[config.mk]
export PLATFORM = sky130hd
export DESIGN_NAME = tkx_share_bank
export DESIGN_NICKNAME = d
export VERILOG_FILES = /design/src/rtl/tkx_share_bank.sv
export SDC_FILE = /design/constraint.sdc
export NUM_CORES = 1
export LEC_CHECK = 0
export ABC_CLOCK_PERIOD_IN_PS = 1500
export CORE_AREA = 2 2 317 319
export DETAILED_ROUTE_END_ITERATION = 10
export DIE_AREA = 0 0 319 321
export GPL_TIMING_DRIVEN = 0
export PLACE_DENSITY_LB_ADDON = 0.25
export SLEW_MARGIN = 25
export SYNTH_ARGS = -nofsm -noshare
export SYNTH_HDL_FRONTEND = slang
export SYNTH_SLANG_ARGS = --single-unit
[constraint.sdc]
create_clock -name clk -period 1.5 [get_ports clk]
set_input_delay 0.225 -clock clk [delete_from_list [all_inputs] [get_ports clk]]
set_output_delay 0.225 -clock clk [all_outputs]
set_load 0.01 [all_outputs]
[src/rtl/tkx_share_bank.sv]
// Masked TK1 key bank: SHARES Boolean shares, loaded serially over sdi, updated one share per cycle.
// Optional IDLE-time share re-randomisation is built only when TKX_SHARE_BANK_REFRESH_EN is defined.
module tkx_share_bank #(
  parameter int SHARES  = 2,
  parameter int BUSW    = 32,
  parameter int NROUNDS = 40
) (
  input  logic                    clk,
  input  logic                    rst,
  input  logic                    load,
  input  logic [BUSW-1:0]         sdi,
  input  logic                    sdi_valid,
  output logic                    sdi_ready,
  input  logic                    start,
  input  logic                    correct,
  input  logic [128*SHARES-1:0]   tkxtbc,
  input  logic [128*SHARES-1:0]   tkxcorrect,
`ifdef TKX_SHARE_BANK_REFRESH_EN
  input  logic                    refresh,
  input  logic [127:0]            rdi,
`endif
  output logic [128*SHARES-1:0]   tkx,
  output logic [SHARES-1:0]       ring_en,
  output logic [5:0]              round_cnt,
  output logic                    busy,
  output logic                    done
);

  localparam int TW  = 128 * SHARES;
  localparam int W   = TW / BUSW;
  localparam int WCW = (W > 1) ? $clog2(W) : 1;
  localparam int PW  = (SHARES > 1) ? $clog2(SHARES) : 1;

  typedef enum logic [1:0] {S_IDLE, S_LOAD, S_TBC, S_CORRECT} state_t;

  state_t            r_state;
  logic [TW-1:0]     r_tkx;
  logic [SHARES-1:0] r_ring;
  logic [5:0]        r_round;
  logic [WCW-1:0]    r_wcnt;
  logic [PW-1:0]     r_ptr;
  logic              r_corr;
  logic              r_busy;
  logic              r_done;
  logic              r_sdi_ready;

  logic [TW-1:0]     w_shift;
  logic              w_last_share;
  logic [5:0]        w_round_nxt;

  // Shifting by the full width leaves zero, so BUSW == TW degenerates to tkx <= sdi.
  assign w_shift      = (r_tkx << BUSW) | TW'(sdi);
  assign w_last_share = (r_ptr == PW'(SHARES - 1));
  assign w_round_nxt  = r_round + 6'd1;

`ifdef TKX_SHARE_BANK_REFRESH_EN
  logic [TW-1:0] w_rmask;
  // Same mask on share0 and share1 keeps the XOR of all shares invariant.
  assign w_rmask = (SHARES >= 2) ? TW'({rdi, rdi}) : '0;
`endif

  always_ff @(posedge clk) begin
    if (!rst) begin
      r_state     <= S_IDLE;
      r_tkx       <= '0;
      r_ring      <= '0;
      r_round     <= '0;
      r_wcnt      <= '0;
      r_ptr       <= '0;
      r_corr      <= 1'b0;
      r_busy      <= 1'b0;
      r_done      <= 1'b0;
      r_sdi_ready <= 1'b0;
    end else begin
      r_done <= 1'b0;
      case (r_state)
        S_IDLE: begin
          if (load) begin
            r_state     <= S_LOAD;
            r_busy      <= 1'b1;
            r_sdi_ready <= 1'b1;
            r_wcnt      <= '0;
          end else if (start) begin
            r_state <= S_TBC;
            r_busy  <= 1'b1;
            r_corr  <= correct;
            r_ptr   <= '0;
            r_round <= '0;
            r_ring  <= SHARES'(1);
          end
`ifdef TKX_SHARE_BANK_REFRESH_EN
          else if (refresh) begin
            r_tkx <= r_tkx ^ w_rmask;
          end
`endif
        end

        S_LOAD: begin
          if (sdi_valid) begin
            r_tkx <= w_shift;
            if (r_wcnt == WCW'(W - 1)) begin
              r_state     <= S_IDLE;
              r_busy      <= 1'b0;
              r_sdi_ready <= 1'b0;
              r_done      <= 1'b1;
            end else begin
              r_wcnt <= r_wcnt + WCW'(1);
            end
          end
        end

        S_TBC: begin
          r_tkx[128*r_ptr +: 128] <= tkxtbc[128*r_ptr +: 128];
          if (w_last_share) begin
            r_ptr   <= '0;
            r_round <= w_round_nxt;
            if (w_round_nxt == 6'(NROUNDS)) begin
              if (r_corr) begin
                r_state <= S_CORRECT;
                r_ring  <= SHARES'(1);
              end else begin
                r_state <= S_IDLE;
                r_busy  <= 1'b0;
                r_done  <= 1'b1;
                r_ring  <= '0;
              end
            end else begin
              r_ring <= SHARES'(1);
            end
          end else begin
            r_ptr  <= r_ptr + PW'(1);
            r_ring <= SHARES'(1) << (r_ptr + PW'(1));
          end
        end

        S_CORRECT: begin
          r_tkx[128*r_ptr +: 128] <= tkxcorrect[128*r_ptr +: 128];
          if (w_last_share) begin
            r_ptr   <= '0;
            r_state <= S_IDLE;
            r_busy  <= 1'b0;
            r_done  <= 1'b1;
            r_ring  <= '0;
          end else begin
            r_ptr  <= r_ptr + PW'(1);
            r_ring <= SHARES'(1) << (r_ptr + PW'(1));
          end
        end

        default: r_state <= S_IDLE;
      endcase
    end
  end

  assign tkx       = r_tkx;
  assign ring_en   = r_ring;
  assign round_cnt = r_round;
  assign busy      = r_busy;
  assign done      = r_done;
  assign sdi_ready = r_sdi_ready;

endmodule

==> results.sh, run 1 <==
export IMPL_final_area_um2=33460
export IMPL_ys_seq_area_share_pct=35.42
export IMPL_hold_slack_ps=389.4
export IMPL_drv_slew=0
export IMPL_timing_critical_path_buf_inv=4
export IMPL_crit_type="reg2reg"
export IMPL_stdcell_count=3895
export IMPL_port_buffers=815
export IMPL_async_flop_share_pct=0
export IMPL_synth_nets=2124
export IMPL_clkLatencyLatePin_ps=580
export IMPL_max_stage_delay_ps=390
export IMPL_critPathMostFrequentCell="buf_16"
export IMPL_fmax_ghz=0.5752
export IMPL_grt_overflow=0
export IMPL_cp_top_family="buffers and inverters"
export IMPL_slew_headroom_pct=34.27
export IMPL_multiInputGateArea_um2=11990
export IMPL_antenna_found_initial=36
export IMPL_areaGrowthSynthToFinish_pct=116.9
export IMPL_hpwlAfterDp_um=93290
export IMPL_first_iter_violations=661
export IMPL_synth_area_per_cell_um2=9.827
export IMPL_powerDensity_nw_per_um2=861.0
export IMPL_track_usage_pct=22.13
export IMPL_p_leak_nw=11.44
export IMPL_path_cells="buf_12, buf_16, buf_16, buf_6, mux2i_4, o2bb2ai_4, a22oi_1, nor2b_1"
export IMPL_timing_setup_tns_ps=-30870
export IMPL_r2r_cells=8
export IMPL_rr_endpoint="tkx[105]$_SDFFE_PN0P_"
export IMPL_ys_warn_count=0
export IMPL_critPathRequiredTime_ps=1970
export IMPL_skew_ps=25.24
export IMPL_ant_nets=0
export IMPL_nets=3111
export IMPL_netlist_instances=1570
export IMPL_ys_types=43
export IMPL_synth_edf_count=0
export IMPL_outcome="finished with violations"
export IMPL_cts_tree="built"
export IMPL_syn_cell_area_um2=15430
export IMPL_setup_viol=258
export IMPL_utilization_pct=33.71
export IMPL_die_area_um2=102400
export IMPL_row_count=116
export IMPL_layout_commonest_cell="clkdlybuf4s50_1"
export IMPL_layout_worst_path_cycle_share_pct=115.9
export IMPL_vias=17534
export IMPL_cts_buffer_depth=3
export IMPL_tightest_slew_ps=986.0
export IMPL_r2r_slack_ps=-240
export IMPL_dp_cells=3684
export IMPL_cts_inserted_buffers=39
export IMPL_cap_violations=0
export IMPL_finalWirelength_um=121600
export IMPL_coreArea_um2=99280
export IMPL_htree_num_levels=2
export IMPL_post_route_drc_count=0
export IMPL_critPathMaxFanout=8
export IMPL_crit_slowest_cell="dfxtp_4"
export IMPL_rsz0062_at_grt="true"
export IMPL_die_height_um=321
export IMPL_postSynthRegisterBits=273
export IMPL_start_kind="register"
export IMPL_mostFrequentLayoutCells="clkdlybuf4s50_1 (548), nor2b_1 (264), a22oi_2 (178), o2bb2ai_1 (177), dfxtp_1 (139)"
export IMPL_min_period_ps=1738
export IMPL_synthFlopType="dfxtp_1"
export IMPL_first_pass_iters=5
export IMPL_first_global_vias=18201
export IMPL_ir_drop_v=0.0007723
export IMPL_grt_max_degree=13
export IMPL_total_power_mw=28.81
export IMPL_gp_congestion=0.8666
export IMPL_r2r_start="r_state[0]$_SDFFE_PN0P_"
export IMPL_nFillCells=10112
export IMPL_cp_arrival_ps=2210
export IMPL_fp_dieW_um=319
export IMPL_layout_drive_gt1_share_pct=39.66
export IMPL_cts_sinks=273
export IMPL_grt_pass1_wl_um=156800
export IMPL_violations="setup timing"
export IMPL_hold_path_depth=3
export IMPL_dp_slack_ps=-978.7
export IMPL_cts_hold_fix_buffers=0
export IMPL_viasPerCell=4.502
export IMPL_hp_start="correct"
export IMPL_min_to="r_corr$_SDFFE_PN0P_"
export IMPL_finalHoldViolCount=0
export IMPL_setup_worst_path_end_class="register"
export IMPL_root_buffer="clkbuf_16"
export IMPL_floorplan_initialDensity_pct=15.54
export IMPL_finalWorstSetupSlack_ps=-238.5
export IMPL_ios=817
export IMPL_dpl_cell_area_um2=25230
export IMPL_drt_wirelength_per_cell_um=31.22
export IMPL_layout_area_seq_um2=5733
export IMPL_min_path_type="in2reg"
export IMPL_clk_pin_slew_ps=60
## repair_timing
action	4_1_cts	5_1_grt
gates resized for setup	1325	460
buffers inserted	68	25
cloned	25	33
hold endpoints to repair	0	0
setup endpoints to repair	539	323
pin swaps	25	166
## logic make-up after synthesis
kind of cell               synth area share [%]
AOI/OAI and AO/OA                         28.44
adders and majority gates                0.3244
buffers and inverters                     6.593
DFF                                       35.42
muxes                                     16.84
and+or+nand+nor                           12.38
## power breakdown
group / leakage, nW / switching, mW / internal [mW] / total (mW)
clock network: 0.704 / 4.06 / 6.67 / 10.7
logic: 8.45 / 4.70 / 5.62 / 10.3
registers: 2.29 / 0.324 / 7.43 / 7.76
total: 11.4 / 9.08 / 19.7 / 28.8
## how the worst max path moves through the flow
stage	start	endpoint	slack (ps)	cells past startpoint
2_1_floorplan	round_cnt[0]$_SDFFE_PN0P_	done$_SDFF_PN0_	10	6
3_3_place_gp	sdi_valid	tkx[124]$_SDFFE_PN0P_	-1320	7
3_5_place_dp	sdi_valid	tkx[168]$_SDFFE_PN0P_	-980	7
4_1_cts	r_state[0]$_SDFFE_PN0P_	tkx[166]$_SDFFE_PN0P_	-250	9
5_1_grt	r_state[0]$_SDFFE_PN0P_	tkx[92]$_SDFFE_PN0P_	-290	9
6_report	r_state[0]$_SDFFE_PN0P_	tkx[105]$_SDFFE_PN0P_	-240	8
## layout make-up
class / instances / area share (%)
Antenna cell: 10 / 0.07479
Buffer: 167 / 6.342
Timing Repair Buffer: 954 / 31.38
Inverter: 3 / 0.04487
Sequential cell: 273 / 17.13
Tap cell: 1298 / 4.854
Clock inverter: 19 / 0.9722
Clock buffer: 52 / 3.365
Multi-Input combinational cell: 1119 / 35.84
## tightest hold or removal path: stages
cell	delay [ps]
clkdlybuf4s50_1	460
mux2i_1	170
nor2b_1	60
## per-layer routing
layer	GRT usage [%]	vias up	part of all wire, %
met2	42.72	676	54
met5	0	-	0.14
met3	5.509	180	6.0
li1	-	8054	-
met4	5.618	24	2.8
met1	23.80	8600	37
## registers in the layout, summed over array words and instances, names as in the netlist
name and flops:
r_state 2, round_cnt 6, r_wcnt 3, done 1
busy 1, ring_en 2, tkx 256, r_corr 1
sdi_ready 1
## cells in the mapped netlist, types with 2 or more instances
library cell	count	share of area [%]
dfxtp_1	273	35
nor2b_1	264	11
mux2i_1	258	17
a22oi_1	257	13
o2bb2ai_1	256	15
clkbuf_1	63	1.5
buf_2	54	1.8
buf_4	41	2.0
buf_6	17	1.2
o21ai_0	12	0.39
nand2_1	11	0.27
a21oi_1	7	0.23
nor2_1	6	0.15
ha_1	4	0.32
nand2b_1	4	0.16
nand3_1	4	0.13
a21boi_0	3	0.15
and2_1	3	0.12
and3_1	3	0.12
nand2_2	3	0.12
a21oi_2	2	0.11
a41oi_1	2	0.11
inv_2	2	0.049
nor3b_1	2	0.097
(Power assumes the default switching activity.)
==> inputs of run 2 (changes only) <==
--- a/config.mk
+++ b/config.mk
@@ -9,9 +9,10 @@
 export CORE_AREA = 2 2 317 319
 export DETAILED_ROUTE_END_ITERATION = 10
 export DIE_AREA = 0 0 319 321
-export GPL_TIMING_DRIVEN = 0
+export GPL_TIMING_DRIVEN = 1
 export PLACE_DENSITY_LB_ADDON = 0.25
 export SLEW_MARGIN = 25
 export SYNTH_ARGS = -nofsm -noshare
 export SYNTH_HDL_FRONTEND = slang
 export SYNTH_SLANG_ARGS = --single-unit
+export TNS_END_PERCENT = 5
==> results.sh, run 2 (synthesis results as in run 1) <==
export IMPL_start_kind="register"
export IMPL_powerDensity_nw_per_um2=860.6
export IMPL_layout_worst_path_cycle_share_pct=110.0
export IMPL_layout_drive_gt1_share_pct=23.51
export IMPL_floorplan_initialDensity_pct=15.54
export IMPL_stdcell_count=3861
export IMPL_die_height_um=321
export IMPL_cp_arrival_ps=2090
export IMPL_post_route_drc_count=0
export IMPL_finalWirelength_um=97470
export IMPL_die_area_um2=102400
export IMPL_total_power_mw=25.09
export IMPL_grt_pass1_wl_um=130900
export IMPL_netSwitchingFraction_pct=29.36
export IMPL_gp_congestion=0.8786
export IMPL_dp_slack_ps=-390.5
export IMPL_hpwlAfterDp_um=77120
export IMPL_clkLatencyLatePin_ps=570
export IMPL_coreArea_um2=99280
export IMPL_ir_drop_v=0.0007096
export IMPL_mostFrequentLayoutCells="clkdlybuf4s50_1 (548), nor2b_1 (264), o2bb2ai_1 (236), mux2i_1 (226), a22oi_1 (224)"
export IMPL_cts_tree="built"
export IMPL_ant_nets=0
export IMPL_finalWorstSetupSlack_ps=-149.7
export IMPL_cap_violations=0
export IMPL_first_pass_iters=5
export IMPL_critPathMostFrequentCell="buf_12"
export IMPL_power_frac_comb_pct=28.2
export IMPL_hold_slack_ps=337.4
export IMPL_first_global_vias=17780
export IMPL_setup_worst_path_end_class="register"
export IMPL_vias=17194
export IMPL_ios=817
export IMPL_crit_slowest_cell="dfxtp_4"
export IMPL_cts_sinks=273
export IMPL_largest_reg_flops=256
export IMPL_slew_headroom_pct=72.01
export IMPL_grt_max_degree=70
export IMPL_dp_cells=3756
export IMPL_nFillCells=10405
export IMPL_crit_type="reg2reg"
export IMPL_htree_num_levels=2
export IMPL_min_path_type="in2reg"
export IMPL_critPathRequiredTime_ps=1940
export IMPL_path_cells="buf_12, buf_12, mux2i_2, buf_4, o2bb2ai_1, a22oi_1, nor2b_1"
export IMPL_antenna_found_initial=49
export IMPL_top_register="tkx"
export IMPL_cts_buffer_depth=3
export IMPL_first_iter_violations=1057
export IMPL_fp_dieW_um=319
export IMPL_p_switching_mw=7.367
export IMPL_track_usage_pct=17.57
export IMPL_skew_ps=30.50
export IMPL_drv_slew=0
export IMPL_clk_pin_slew_ps=50
export IMPL_outcome="finished with violations"
export IMPL_internal_power_mw=17.72
export IMPL_drt_wirelength_per_cell_um=25.25
export IMPL_nets=3076
export IMPL_rsz0062_at_grt="true"
export IMPL_finalHoldViolCount=0
export IMPL_tightest_slew_ps=419.9
export IMPL_grt_overflow=0
export IMPL_max_stage_delay_ps=420
export IMPL_setup_viol=237
export IMPL_port_buffers=816
export IMPL_viasPerCell=4.453
export IMPL_sequentialPowerShare_pct=30.7
export IMPL_areaGrowthSynthToFinish_pct=88.98
export IMPL_utilization_pct=29.37
export IMPL_p_clk_share_pct=41.1
export IMPL_cts_inserted_buffers=38
export IMPL_row_count=116
export IMPL_p_leak_nw=10.72
export IMPL_violations="setup timing"
export IMPL_fmax_ghz=0.6062
export IMPL_layout_commonest_cell="clkdlybuf4s50_1"
export IMPL_root_buffer="clkbuf_16"
export IMPL_min_period_ps=1650
export IMPL_critPathMaxFanout=14
==> run 2: final timing paths <==
check                       startpoint                         to  slack, ps  depth (start not counted)
max            r_state[0]$_SDFFE_PN0P_      tkx[103]$_SDFFE_PN0P_       -150                          7
min                            correct        r_corr$_SDFFE_PN0P_        340                          3
max reg2reg    r_state[0]$_SDFFE_PN0P_      tkx[103]$_SDFFE_PN0P_       -150                          7
min reg2reg  round_cnt[5]$_SDFFE_PN0P_  round_cnt[5]$_SDFFE_PN0P_        490                          1
==> run 2: critical path, delay by kind of cell (launching register included) <==
| kind | cells | cell delay (ps) |
|---|---|---|
| AND/OR/NAND/NOR | 1 | 60 |
| multiplexers | 1 | 290 |
| buffers and inverters | 3 | 520 |
| flip-flops | 1 | 420 |
| AO/OA/AOI/OAI | 2 | 210 |
==> run 2: final cells by class <==
| cell class | instances | area, µm² | share of cell area [%] |
|---|---|---|---|
| repair buffers | 1086 | 10890 | 37.34 |
| multi-input cells | 1120 | 9607 | 32.95 |
| flip-flops and latches | 273 | 5588 | 19.16 |
| well taps | 1298 | 1624 | 5.570 |
| clock buffers | 55 | 1170 | 4.012 |
| clock inverters | 15 | 231.5 | 0.7939 |
| diodes | 11 | 27.53 | 0.09441 |
| inverters | 3 | 21.27 | 0.07295 |
==> run 2: routing by layer <==
layer / up-vias / share of wire (%) / track usage [%]
met3: 174 / 8.2 / 6.259
li1: 7926 / - / -
met5: - / 0.26 / 0
met4: 42 / 3.3 / 5.765
met1: 8326 / 38 / 19.57
met2: 726 / 50 / 31.01
==> run 2: power by group through the flow <==
stage          clock network [mW]  logic (mW)  registers (mW)
2_1_floorplan                   0        2.71            7.86
3_3_place_gp                    0        6.44            7.86
3_5_place_dp                    0        6.49            7.86
4_1_cts                      10.6        6.56            7.70
5_1_grt                      10.9        7.50            7.72
6_report                     10.3        7.08            7.71
==> run 2: metrics by stage <==
step                      instance area [µm²]  TNS [ps]
after floorplan                         15430         0
after CTS                               28290    -25220
after global placement                  26640    -90100
after global routing                    29150    -32910
after detailed placement                26640    -87160
final                                   29160    -14470
==> run 2: timing repair <==
action | CTS | global route
pin swaps | 4 | 4
hold buffers | 1 | 0
endpoints found under the setup margin | 532 | 329
hold endpoints to repair | 2 | 0
gates cloned | 0 | 10
gates resized for setup | 600 | 165
setup buffers | 0 | 13
